===== config.mk =====
export PLATFORM = sky130hd
export DESIGN_NAME = mac_scheduler
export DESIGN_NICKNAME = d
export VERILOG_FILES = /design/src/rtl/filter_pkg.sv /design/src/rtl/sample_tick_gen.sv /design/src/rtl/mac_scheduler.sv
export SDC_FILE = /design/constraint.sdc
export NUM_CORES = 1
export LEC_CHECK = 0
export BUFFER_PORTS_ARGS = -buffer_cell sky130_fd_sc_hd__clkbuf_2
export CAP_MARGIN = 20
export CORE_MARGIN = 2
export CORE_UTILIZATION = 50
export CTS_CLUSTER_SIZE = 40
export DETAILED_ROUTE_END_ITERATION = 8
export GPL_TIMING_DRIVEN = 0
export PLACE_DENSITY = 0.74
export SETUP_SLACK_MARGIN = 0.2
export SYNTH_ARGS = -nofsm -noshare
export SYNTH_HDL_FRONTEND = slang
export SYNTH_SLANG_ARGS = --single-unit

===== constraint.sdc =====
create_clock -name clk -period 1.7 [get_ports clk]
set_input_delay 0.255 -clock clk [delete_from_list [all_inputs] [get_ports clk]]
set_output_delay 0.255 -clock clk [all_outputs]
set_load 0.02 [all_outputs]

===== src/rtl/filter_pkg.sv =====
// Shared types and constants for the filter MAC scheduling blocks.
package filter_pkg;

    localparam int MAC_IDX_W = 6;

    typedef enum logic [1:0] {
        ST_IDLE,
        ST_BURST,
        ST_DRAIN,
        ST_DONE
    } sched_state_t;

    typedef enum logic {
        SRC_FIR = 1'b0,
        SRC_LMS = 1'b1
    } src_t;

endpackage


===== src/rtl/sample_tick_gen.sv =====
// Sample-rate divider: one-cycle tick every DIV enabled clock cycles.
module sample_tick_gen #(
    parameter int DIV = 450
) (
    input  logic clk,
    input  logic reset,
    input  logic en,
    output logic tick
);

    localparam int CNT_W = (DIV > 1) ? $clog2(DIV) : 1;
    localparam logic [CNT_W-1:0] CNT_MAX = CNT_W'(DIV - 1);

    logic [CNT_W-1:0] cnt;

    always_ff @(posedge clk) begin
        if (reset) begin
            cnt <= '0;
        end else if (en) begin
            if (cnt == CNT_MAX) cnt <= '0;
            else                cnt <= cnt + CNT_W'(1);
        end
    end

    assign tick = en && (cnt == CNT_MAX);

endmodule


===== src/rtl/mac_scheduler.sv =====
// Round-robin scheduler sharing one pipelined MAC between FIR and LMS bursts,
// paced by a sample-rate tick with a sticky overrun flag.
module mac_scheduler
    import filter_pkg::*;
#(
    parameter int DIV       = 450,
    parameter int NTAPS_FIR = 32,
    parameter int NTAPS_LMS = 16,
    parameter int LAT       = 2
) (
    input  logic                 clk,
    input  logic                 reset,
    input  logic                 en,
    output logic                 sample_tick,
    input  logic                 fir_req,
    input  logic                 lms_req,
    output logic                 fir_gnt,
    output logic                 lms_gnt,
    output logic                 mac_valid,
    output logic [MAC_IDX_W-1:0] mac_idx,
    output logic                 mac_clr,
    output logic                 mac_last,
    output logic                 fir_done,
    output logic                 lms_done,
    output logic                 overrun
);

    localparam logic [MAC_IDX_W-1:0] FIR_LAST   = MAC_IDX_W'(NTAPS_FIR - 1);
    localparam logic [MAC_IDX_W-1:0] LMS_LAST   = MAC_IDX_W'(NTAPS_LMS - 1);
    localparam logic [2:0]           DRAIN_LAST = (LAT > 0) ? 3'(LAT - 1) : 3'd0;

    sched_state_t         state, state_nxt;
    src_t                 owner, owner_nxt;
    src_t                 last_srv, last_srv_nxt;
    logic [MAC_IDX_W-1:0] idx, idx_nxt;
    logic [MAC_IDX_W-1:0] idx_last;
    logic [2:0]           dcnt, dcnt_nxt;

    sample_tick_gen #(.DIV(DIV)) u_tick (
        .clk   (clk),
        .reset (reset),
        .en    (en),
        .tick  (sample_tick)
    );

    assign idx_last = (owner == SRC_LMS) ? LMS_LAST : FIR_LAST;

    always_comb begin
        state_nxt    = state;
        owner_nxt    = owner;
        last_srv_nxt = last_srv;
        idx_nxt      = idx;
        dcnt_nxt     = dcnt;
        mac_valid    = 1'b0;
        mac_idx      = '0;
        mac_clr      = 1'b0;
        mac_last     = 1'b0;
        fir_gnt      = (state != ST_IDLE) && (owner == SRC_FIR);
        lms_gnt      = (state != ST_IDLE) && (owner == SRC_LMS);
        fir_done     = en && (state == ST_DONE) && (owner == SRC_FIR);
        lms_done     = en && (state == ST_DONE) && (owner == SRC_LMS);

        if (en && state == ST_BURST) begin
            mac_valid = 1'b1;
            mac_idx   = idx;
            mac_clr   = (idx == '0);
            mac_last  = (idx == idx_last);
        end

        if (en) begin
            case (state)
                ST_IDLE: begin
                    if (fir_req || lms_req) begin
                        // On a tie the requester not served last wins
                        if (fir_req && lms_req)
                            owner_nxt = (last_srv == SRC_FIR) ? SRC_LMS : SRC_FIR;
                        else
                            owner_nxt = fir_req ? SRC_FIR : SRC_LMS;
                        last_srv_nxt = owner_nxt;
                        idx_nxt      = '0;
                        state_nxt    = ST_BURST;
                    end
                end
                ST_BURST: begin
                    if (idx == idx_last) begin
                        idx_nxt   = '0;
                        dcnt_nxt  = '0;
                        state_nxt = (LAT == 0) ? ST_DONE : ST_DRAIN;
                    end else begin
                        idx_nxt = idx + MAC_IDX_W'(1);
                    end
                end
                ST_DRAIN: begin
                    if (dcnt == DRAIN_LAST) state_nxt = ST_DONE;
                    else                    dcnt_nxt  = dcnt + 3'd1;
                end
                ST_DONE:  state_nxt = ST_IDLE;
                default:  state_nxt = ST_IDLE;
            endcase
        end
    end

    always_ff @(posedge clk) begin
        if (reset) begin
            state    <= ST_IDLE;
            owner    <= SRC_FIR;
            last_srv <= SRC_LMS;
            idx      <= '0;
            dcnt     <= '0;
            overrun  <= 1'b0;
        end else begin
            state    <= state_nxt;
            owner    <= owner_nxt;
            last_srv <= last_srv_nxt;
            idx      <= idx_nxt;
            dcnt     <= dcnt_nxt;
            if (sample_tick && state != ST_IDLE) overrun <= 1'b1;
        end
    end

endmodule


==> impl_metrics.csv, run 1 <==
group,metric,value,unit
sta,fin_crit,1750,ps
yosys,ys_seq_area_share,35.1,%
setup_path,r2r_cells,6,
final_layout,final_area,2170,sq um
grt,grt_max_degree,14,
cts,clockRootBuffer,"clkbuf_4",
yosys,synth_top_area_share,35.1,%
yosys,synth_top_area_cell,"dfxtp_1",
sta,max_slew_margin,66.3,%
die,num_io_pins,20,
yosys,yosysWarnings,0,
place,portBuffers,18,
die,die_h,55.2,microns
setup_path,arrival,1990,ps
power,p_leak,0.813,nW
sta,setup_viol,10,
yosys,synth_edf_count,0,
sta,max_freq,570,MHz
setup_path,critPathLaunchType,"flip-flop",
cts,ctsHtreeMaxLevel,1,
place,hpwl,2140,microns
grt,grt_pass1_wl,6130,microns
route,drc,0,
route,firstDrtPassIters,4,
setup_path,worst_r2r_endpoint,"state[1]$_SDFFE_PP0P_",
die,dieWidth,55.2,microns
sta,hold_viol,0,
setup_path,cp_max_fo,4,
yosys,synth_area_per_cell,8.41,sq um
yosys,synth_cell_types,40,
min_path,holdPathEnd,"last_srv$_SDFFE_PP1P_",
sta,rsz0062_at_grt,"true",
setup_path,path_cells,"inv_4 > ha_4 > nor3b_4 > a211o_1 > or4b_4 > o31ai_2",
grt,grt_usage,24.9,%
setup_path,r2r_start,"state[0]$_SDFFE_PP0P_",
final_layout,antennaDiodeCount,0,
flow_run,max_cap_viol_count,0,
place,dpl-instance-area,1500,sq um
cts,clk_pin_slew,130,ps
yosys,synth_nets,171,
route,vias,1404,
grt,antenna_found_initial,0,
sta,tightest_slew,506,ps
power,worst_ir_drop_vdd,0.000613,V
yosys,syn_area,1310,sq um
yosys,synth_seq_cells,23,
yosys,synth_cells,156,
route,vias_per_cell,6.03,
power,total_power,1.40,mW
route,drt_iter0_drc,48,
cts,cts_tree,"built",
cts,clockBufferDepth,2,
yosys,synth_area_leaders,"dfxtp_1, ha_1, nor2_1",
place,dp_cells,204,
setup_path,critPathKind,"reg -> reg",
setup_path,required,1930,ps
die,fp.dieArea,3050,sq um
sta,maxSlewViolCount,0,
final_layout,instances_no_fill,233,
outcome,status,"finished, violations left",
grt,grt.overflow.total,0,
die,start_util,53.0,%
route,routed_wirelength,4320,microns
setup_path,slowest_delay,490,ps
min_path,hold_path_startpoint,"lms_req",
cts,insertion_delay,320,ps
place,routabilityCongestion,0.859,
setup_path,reg2reg_slack,-50,ps
sta,setup_tns,-267,ps
final_layout,area_growth,65.5,%
die,core_area,2480,sq um
yosys,synthArstFlopShare,0,%
sta,setup_ws,-53.6,ps
sta,finalClockSkew,6.81,ps
yosys,synth_ff_type,"dfxtp_1",
route,wl_per_cell,18.5,microns
outcome,violations,"setup timing",
cts,cts_inserted_buffers,3,
power,p_per_area,643,nW/um^2
min_path,min_path_type,"in -> reg",
cts,clock_sinks,23,
die,num_rows,18,
min_path,min_path_cells,3,
setup_path,end_kind,"flip-flop",
final_layout,nets,219,
final_layout,fillCellCount,113,
final_layout,drive_gt1_share,52.2,%
setup_path,slowest_stage,"or4b_4",
route,antenna_left,0,
sta,fin_crit_sh,103,%
grt,grt_pass1_vias,1327,
setup_path,path_delay_family,"simple AND/OR/NAND/NOR gates",
setup_path,critPathBufInv,1,
[logic make-up after synthesis]
kind of cell	after synthesis	synth area share, %
buf+inv	16	4.77
simple gates	71	29.9
xor+xnor	13	9.25
compound gates	23	11.4
flops	23	35.1
fa+ha+maj	10	9.53
[metrics by stage]
stage | util [%] | worst slack [ps] | hold slack [ps]
5_1_grt | 87.7 | -97.6 | 282
6_report | 87.7 | -53.6 | 282
2_1_floorplan | - | 115 | 459
4_1_cts | 78.4 | -27.6 | 272
3_3_place_gp | 60.4 | 13.6 | 456
3_5_place_dp | 60.4 | -33.2 | 461
[synth_stat cells (2+ instances only)]
cell       n
dfxtp_1   23
nor2_1    21
inv_1     11
ha_1      10
nand2_1   10
xnor2_1    9
a21oi_1    8
and3_1     7
nand3_1    4
or4_1      4
clkbuf_1   3
nand4_1    3
nor3_1     3
nor4_1     3
o21ai_0    3
o31ai_1    3
xor2_1     3
and3_2     2
buf_2      2
nand2b_1   2
nor2b_1    2
o211ai_1   2
[power breakdown]
group | switching (mW) | total [mW] | internal, mW
combinational | 0.266 | 0.537 | 0.271
clock | 0.176 | 0.264 | 0.0881
sequential | 0.0300 | 0.595 | 0.565
[worst max-delay path by stage]
stage,startpoint,end,slack [ps],cells after the start
finish,state[0]$_SDFFE_PP0P_,state[1]$_SDFFE_PP0P_,-50,6
global route,state[0]$_SDFFE_PP0P_,state[1]$_SDFFE_PP0P_,-100,6
CTS,state[1]$_SDFFE_PP0P_,mac_last,-30,6
detailed placement,state[1]$_SDFFE_PP0P_,idx[0]$_SDFFE_PP0P_,-30,5
global placement,idx[0]$_SDFFE_PP0P_,idx[0]$_SDFFE_PP0P_,10,5
floorplan,state[0]$_SDFFE_PP0P_,state[0]$_SDFFE_PP0P_,120,6
[layout by cell type, fill, tap and decap left out, types with 5 or more instances in the layout]
| cell | synthesis | routed |
|---|---|---|
| and3_4 | 0 | 9 |
| buf_4 | 0 | 17 |
| xnor2_1 | 9 | 9 |
| a21oi_1 | 8 | 7 |
| inv_1 | 11 | 8 |
| nor2_1 | 21 | 13 |
| nor2_4 | 0 | 7 |
| dfxtp_2 | 0 | 6 |
| dfxtp_1 | 23 | 13 |
| buf_8 | 0 | 11 |
| ha_4 | 0 | 5 |
| nand2_1 | 10 | 10 |
| buf_6 | 0 | 12 |
[worst min-delay path: stages]
cell and delay (ps):
clkbuf_2 120, nand3_1 110, o211ai_1 80
[cell type report]
class	instances	area (sq um)	share of cell area [%]
inverter	11	46.3	2.13
clock inverter	1	5.00	0.230
buffer	5	46.3	2.13
clock buffer	3	22.5	1.04
multi-input combinational	117	1090	50.3
tap	30	37.5	1.73
sequential	23	483	22.2
timing repair buffer	43	438	20.2
[registers in the layout, summed over array words and instances, names as in the netlist]
name / count
idx: 6
overrun: 1
dcnt: 3
state: 2
last_srv: 1
u_tick.cnt: 9
owner: 1
[routing by layer]
| layer | part of all wire [%] | global-route usage (%) | up-vias |
|---|---|---|---|
| li1 | - | - | 640 |
| met1 | 39 | 28.6 | 695 |
| met2 | 54 | 44.7 | 53 |
| met3 | 3.1 | 4.22 | 16 |
| met4 | 3.4 | 10.8 | 0 |
| met5 | 0 | 0 | - |
[repair_timing]
item,in CTS,in global routing
gates cloned,0,1
setup endpoints to repair,32,34
hold buffers,0,0
resized for setup,71,53
pin swaps,17,18
buffers inserted,16,8
(Power assumes the default switching activity.)
==> run 2, diff against run 1 <==
--- a/config.mk
+++ b/config.mk
@@ -5,14 +5,14 @@
 export SDC_FILE = /design/constraint.sdc
 export NUM_CORES = 1
 export LEC_CHECK = 0
-export BUFFER_PORTS_ARGS = -buffer_cell sky130_fd_sc_hd__clkbuf_2
 export CAP_MARGIN = 20
 export CORE_MARGIN = 2
-export CORE_UTILIZATION = 50
+export CORE_UTILIZATION = 55
 export CTS_CLUSTER_SIZE = 40
 export DETAILED_ROUTE_END_ITERATION = 8
+export DONT_BUFFER_PORTS = 1
 export GPL_TIMING_DRIVEN = 0
-export PLACE_DENSITY = 0.74
+export PLACE_DENSITY = 0.73
 export SETUP_SLACK_MARGIN = 0.2
 export SYNTH_ARGS = -nofsm -noshare
 export SYNTH_HDL_FRONTEND = slang
==> constraint.sdc (replaced) <==
create_clock -name clk -period 1.5 [get_ports clk]
set_input_delay 0.225 -clock clk [delete_from_list [all_inputs] [get_ports clk]]
set_output_delay 0.225 -clock clk [all_outputs]
set_load 0.02 [all_outputs]
==> impl_metrics.csv, run 2 (synthesis results as in run 1) <==
group,metric,value,unit
min_path,min_path_cells,2,
sta,setup_tns,-3090,ps
final_layout,layout_common_cells,"buf_4, dfxtp_1, nor2_1",
setup_path,critPathLaunchType,"flip-flop",
setup_path,reg2reg_slack,-330,ps
setup_path,end_kind,"flip-flop",
setup_path,path_delay_family,"simple AND/OR/NAND/NOR gates",
setup_path,path_cells,"inv_4 > ha_4 > nor3b_4 > a211o_1 > or4b_1 > o31ai_1",
sta,hold_viol,0,
route,vias_per_cell,6.45,
sta,rsz0062_at_grt,"true",
setup_path,slowest_stage,"or4b_1",
final_layout,largest_reg_flops,9,
min_path,hold_path_startpoint,"lms_req",
final_layout,max_flop_register,"u_tick.cnt",
final_layout,layout_commonest_cell,"buf_4",
cts,cts_tree,"built",
final_layout,fillCellCount,105,
route,antenna_left,0,
outcome,violations,"setup timing",
sta,setup_viol,28,
min_path,min_path_type,"in -> reg",
min_path,holdPathEnd,"last_srv$_SDFFE_PP1P_",
setup_path,arrival,2030,ps
final_layout,regArea,485,sq um
power,p_leak,0.669,nW
grt,grt_max_degree,14,
setup_path,critPathBufInv,1,
sta,fin_crit,1830,ps
die,num_rows,17,
place,routabilityCongestion,0.785,
place,pre_cts_slack,-228,ps
route,wl_per_cell,20.3,microns
place,portBuffers,0,
final_layout,antennaDiodeCount,0,
setup_path,crit_cells,6,
sta,setup_ws,-325,ps
setup_path,cp_max_fo,3,
route,drt_iter0_drc,52,
cts,clockRootBuffer,"clkbuf_4",
outcome,status,"finished, violations left",
cts,cts-hold-fix-buffers,0,
grt,grt_pass1_wl,6090,microns
final_layout,final_area,1920,sq um
route,routed_wirelength,4240,microns
setup_path,required,1710,ps
setup_path,critPathKind,"reg -> reg",
sta,maxSlewViolCount,0,
cts,insertion_delay,330,ps
setup_path,worst_r2r_endpoint,"state[1]$_SDFFE_PP0P_",
route,drc,0,
setup_path,r2r_start,"state[0]$_SDFFE_PP0P_",
sta,tightest_slew,562,ps
sta,finalClockSkew,7.33,ps
cts,ctsHtreeMaxLevel,1,
place,dpl-instance-area,1430,sq um
grt,grt_pass1_vias,1313,
sta,max_freq,548,MHz
power,p_per_area,809,nW/um^2
die,core_area,2230,sq um
final_layout,nets,197,
cts,cts_inserted_buffers,3,
final_layout,multi_input_area,1090,sq um
setup_path,r2r_cells,6,
cts,clockBufferDepth,2,
die,dieWidth,52.9,microns
final_layout,area_growth,46.1,%
route,firstDrtPassIters,6,
flow_run,max_cap_viol_count,0,
die,die_h,52.9,microns
setup_path,slowest_delay,520,ps
sta,max_slew_margin,62.5,%
die,start_util,58.8,%
die,fp.dieArea,2790,sq um
final_layout,drive_gt1_share,49.2,%
sta,fin_crit_sh,122,%
grt,grt.overflow.total,0,
die,num_io_pins,20,
power,worst_ir_drop_vdd,0.000795,V
grt,grt_usage,30.4,%
sta,hold_ws,93.7,ps
route,vias,1348,
place,hpwl,2030,microns
cts,clk_pin_slew,130,ps
grt,antenna_found_initial,0,
cts,clock_sinks,23,
final_layout,reg_top3,"u_tick.cnt: 9 flops, idx: 6 flops, dcnt: 3 flops",
-- run 2: cell types whose count changed in the layout (fill, tap and decap cells not counted), sizes merged --
cell    before  now
buf         42   24
clkbuf       9    5
-- run 2: final cells by class --
class                      instances  area share, %
buffer                             5           2.02
tap                               28           1.83
timing repair buffer              21           9.85
sequential                        23           25.3
inverter                          11           2.54
clock buffer                       3           1.17
clock inverter                     1          0.261
multi-input combinational        117           57.0
-- run 2: per-stage QoR --
stage	power, mW	std cells	utilization (%)
global placement	0.942	184	63.8
detailed placement	0.952	184	63.8
CTS	1.45	207	81.3
global route	1.61	209	85.9
finish	1.55	209	85.9
floorplan	0.894	156	-
-- run 2: how the worst max path moves through the flow --
| stage | startpoint | to |
|---|---|---|
| 6_report | state[0]$_SDFFE_PP0P_ | state[1]$_SDFFE_PP0P_ |
| 5_1_grt | dcnt[1]$_SDFFE_PP0P_ | state[1]$_SDFFE_PP0P_ |
| 4_1_cts | state[1]$_SDFFE_PP0P_ | mac_last |
| 3_5_place_dp | idx[1]$_SDFFE_PP0P_ | idx[5]$_SDFFE_PP0P_ |
| 3_3_place_gp | state[1]$_SDFFE_PP0P_ | idx[0]$_SDFFE_PP0P_ |
| 2_1_floorplan | state[0]$_SDFFE_PP0P_ | state[0]$_SDFFE_PP0P_ |
-- run 2: repair_timing --
| action | 4_1_cts | 5_1_grt |
|---|---|---|
| setup endpoints to repair | 35 | 37 |
| cloned | 1 | 0 |
| pin swaps | 34 | 12 |
| gates resized for setup | 53 | 24 |
| buffers inserted | 18 | 2 |
-- run 2: where the power goes --
part | leakage [nW] | total [mW] | switching [mW] | internal (mW)
Clock | 0.0177 | 0.307 | 0.206 | 0.100
Combinational | 0.459 | 0.568 | 0.294 | 0.274
Sequential | 0.192 | 0.678 | 0.0384 | 0.640
-- run 2: per-layer routing --
metal  vias to the layer above  track usage, %  wire, microns
met2                        76            56.0           2120
met5                         -               0              0
li1                        594               -              -
met3                        24            5.37            285
met4                         0            11.5            170
met1                       654            34.4           1660
==> run 3, diff against run 2 <==
--- a/config.mk
+++ b/config.mk
@@ -12,7 +12,7 @@
 export DETAILED_ROUTE_END_ITERATION = 8
 export DONT_BUFFER_PORTS = 1
 export GPL_TIMING_DRIVEN = 0
-export PLACE_DENSITY = 0.73
+export PLACE_DENSITY = 0.71
 export SETUP_SLACK_MARGIN = 0.2
 export SYNTH_ARGS = -nofsm -noshare
 export SYNTH_HDL_FRONTEND = slang
==> impl_metrics.csv, run 3 (synthesis results as in run 1) <==
group,metric,value,unit
route,antenna_left,0,
sta,max_freq,585,MHz
setup_path,path_delay_family,"simple AND/OR/NAND/NOR gates",
grt,antenna_found_initial,0,
cts,ctsHtreeMaxLevel,1,
setup_path,required,1270,ps
outcome,status,"finished, violations left",
cts,clockBufferDepth,2,
sta,max_slew_margin,62.4,%
sta,fin_crit,1710,ps
min_path,min_path_type,"in -> reg",
min_path,min_path_cells,3,
sta,setup_viol,25,
final_layout,layout_commonest_cell,"buf_4",
die,dieWidth,52.9,microns
sta,rsz0062_at_grt,"true",
final_layout,max_flop_register,"u_tick.cnt",
die,num_rows,17,
final_layout,largest_reg_flops,9,
setup_path,critPathBufInv,2,
setup_path,end_kind,"output pin",
die,fp.dieArea,2790,sq um
cts,insertion_delay,320,ps
route,wl_per_cell,16.8,microns
min_path,holdPathEnd,"owner$_SDFFE_PP0P_",
final_layout,layout_common_cells,"buf_4, dfxtp_1, nor2_1",
cts,clockRootBuffer,"clkbuf_4",
grt,use_met2,42.7,%
route,drc,0,
sta,setup_ws,-209,ps
place,pre_cts_slack,-222,ps
outcome,violations,"setup timing",
grt,grt_pass1_vias,1148,
power,worst_ir_drop_vdd,0.000705,V
route,routed_wirelength,3470,microns
die,num_io_pins,20,
power,p_per_area,779,nW/um^2
die,die_h,52.9,microns
route,vias,1215,
final_layout,drive_gt1_share,48.3,%
setup_path,cp_max_fo,5,
final_layout,regArea,487,sq um
final_layout,antennaDiodeCount,0,
final_layout,fillCellCount,125,
route,drt_iter0_drc,15,
final_layout,nets,194,
setup_path,critPathKind,"reg -> out",
min_path,hold_path_startpoint,"fir_req",
setup_path,arrival,1480,ps
route,vias_per_cell,5.90,
flow_run,max_cap_viol_count,0,
setup_path,reg2reg_slack,-180,ps
cts,cts_inserted_buffers,3,
place,portBuffers,0,
cts,clock_sinks,23,
cts,cts_tree,"built",
setup_path,r2r_start,"idx[0]$_SDFFE_PP0P_",
setup_path,r2r_cells,5,
grt,grt_most_used_layer,"met2",
place,hpwl,2010,microns
grt,met3_usage,4.52,%
setup_path,slowest_stage,"dfxtp_4",
sta,fin_crit_sh,114,%
final_layout,reg_top3,"u_tick.cnt: 9 flops, idx: 6 flops, dcnt: 3 flops",
final_layout,area_growth,43.2,%
setup_path,critPathLaunchType,"flip-flop",
grt,grt_max_degree,14,
sta,hold_viol,0,
setup_path,worst_r2r_endpoint,"dcnt[1]$_SDFFE_PP0P_",
setup_path,slowest_delay,380,ps
sta,tightest_slew,564,ps
sta,finalClockSkew,3.33,ps
final_layout,multi_input_area,1100,sq um
power,p_leak,0.644,nW
sta,maxSlewViolCount,0,
setup_path,path_cells,"inv_4 > ha_4 > buf_8 > and2_4 > and3_4",
grt,grt_util_met1,31.8,%
die,start_util,58.8,%
power,total_power,1.46,mW
cts,clk_pin_slew,130,ps
die,core_area,2230,sq um
place,routabilityCongestion,0.780,
grt,grt_pass1_wl,5260,microns
grt,grt_usage,25.9,%
route,firstDrtPassIters,5,
grt,grt.overflow.total,0,
[run 3: changes by cell type in the layout (fill, tap and decap cells not counted), moves of 2 or more]
cell	delta
or4_1	+2
buf_6	-2
or4_4	-2
ha_4	+2
ha_2	-2
[run 3: worst max path at each step]
stage	startpoint	endpoint	depth (start not counted)
global route	state[1]$_SDFFE_PP0P_	mac_last	5
finish	state[1]$_SDFFE_PP0P_	mac_last	5
CTS	state[1]$_SDFFE_PP0P_	mac_last	5
global placement	state[1]$_SDFFE_PP0P_	idx[0]$_SDFFE_PP0P_	5
detailed placement	idx[0]$_SDFFE_PP0P_	idx[5]$_SDFFE_PP0P_	5
floorplan	state[0]$_SDFFE_PP0P_	state[0]$_SDFFE_PP0P_	6
[run 3: worst reg2reg max path, stage by stage, from the launching register on]
cell and delay, ps:
dfxtp_4 390, ha_4 150, and4b_2 260, a21boi_2 130, or4_1 550, a21oi_2 140
[run 3: through the flow]
step	std cells	util, %	cell area (sq um)	setup TNS [ps]	hold slack [ps]
after floorplan	156	-	1390	-159	432
after global placement	184	63.8	1430	-1880	449
after detailed placement	184	63.8	1430	-2660	452
after CTS	202	78.2	1750	-2950	102
after global routing	206	84.1	1880	-4260	130
final	206	84.1	1880	-2310	116
[run 3: layer usage]
metal | up-vias | part of all wire, % | routed length [microns]
li1 | 589 | - | -
met1 | 586 | 42 | 1460
met2 | 31 | 52 | 1790
met3 | 9 | 3.8 | 131
met4 | 0 | 2.3 | 81
met5 | - | 0 | 0
[run 3: power by group]
part           internal [mW]  switching, mW  total, mW
Sequential             0.640         0.0329      0.673
Combinational          0.231          0.262      0.493
Clock                 0.0999          0.198      0.298
Total                  0.971          0.493       1.46
[run 3: area by class of cell]
type                       instances  share of cell area, %
tap                               28                   1.86
multi-input combinational        117                   58.6
buffer                             5                   2.06
inverter                          11                   2.33
clock buffer                       3                   1.20
sequential                        23                   25.9
timing repair buffer              18                   7.79
clock inverter                     1                  0.266
[run 3: repair_timing]
action,in CTS,in global routing
buffers inserted,13,4
gates resized for setup,52,23
setup endpoints to repair,35,36
hold buffers,0,0
pin swaps,19,11
gates cloned,1,0
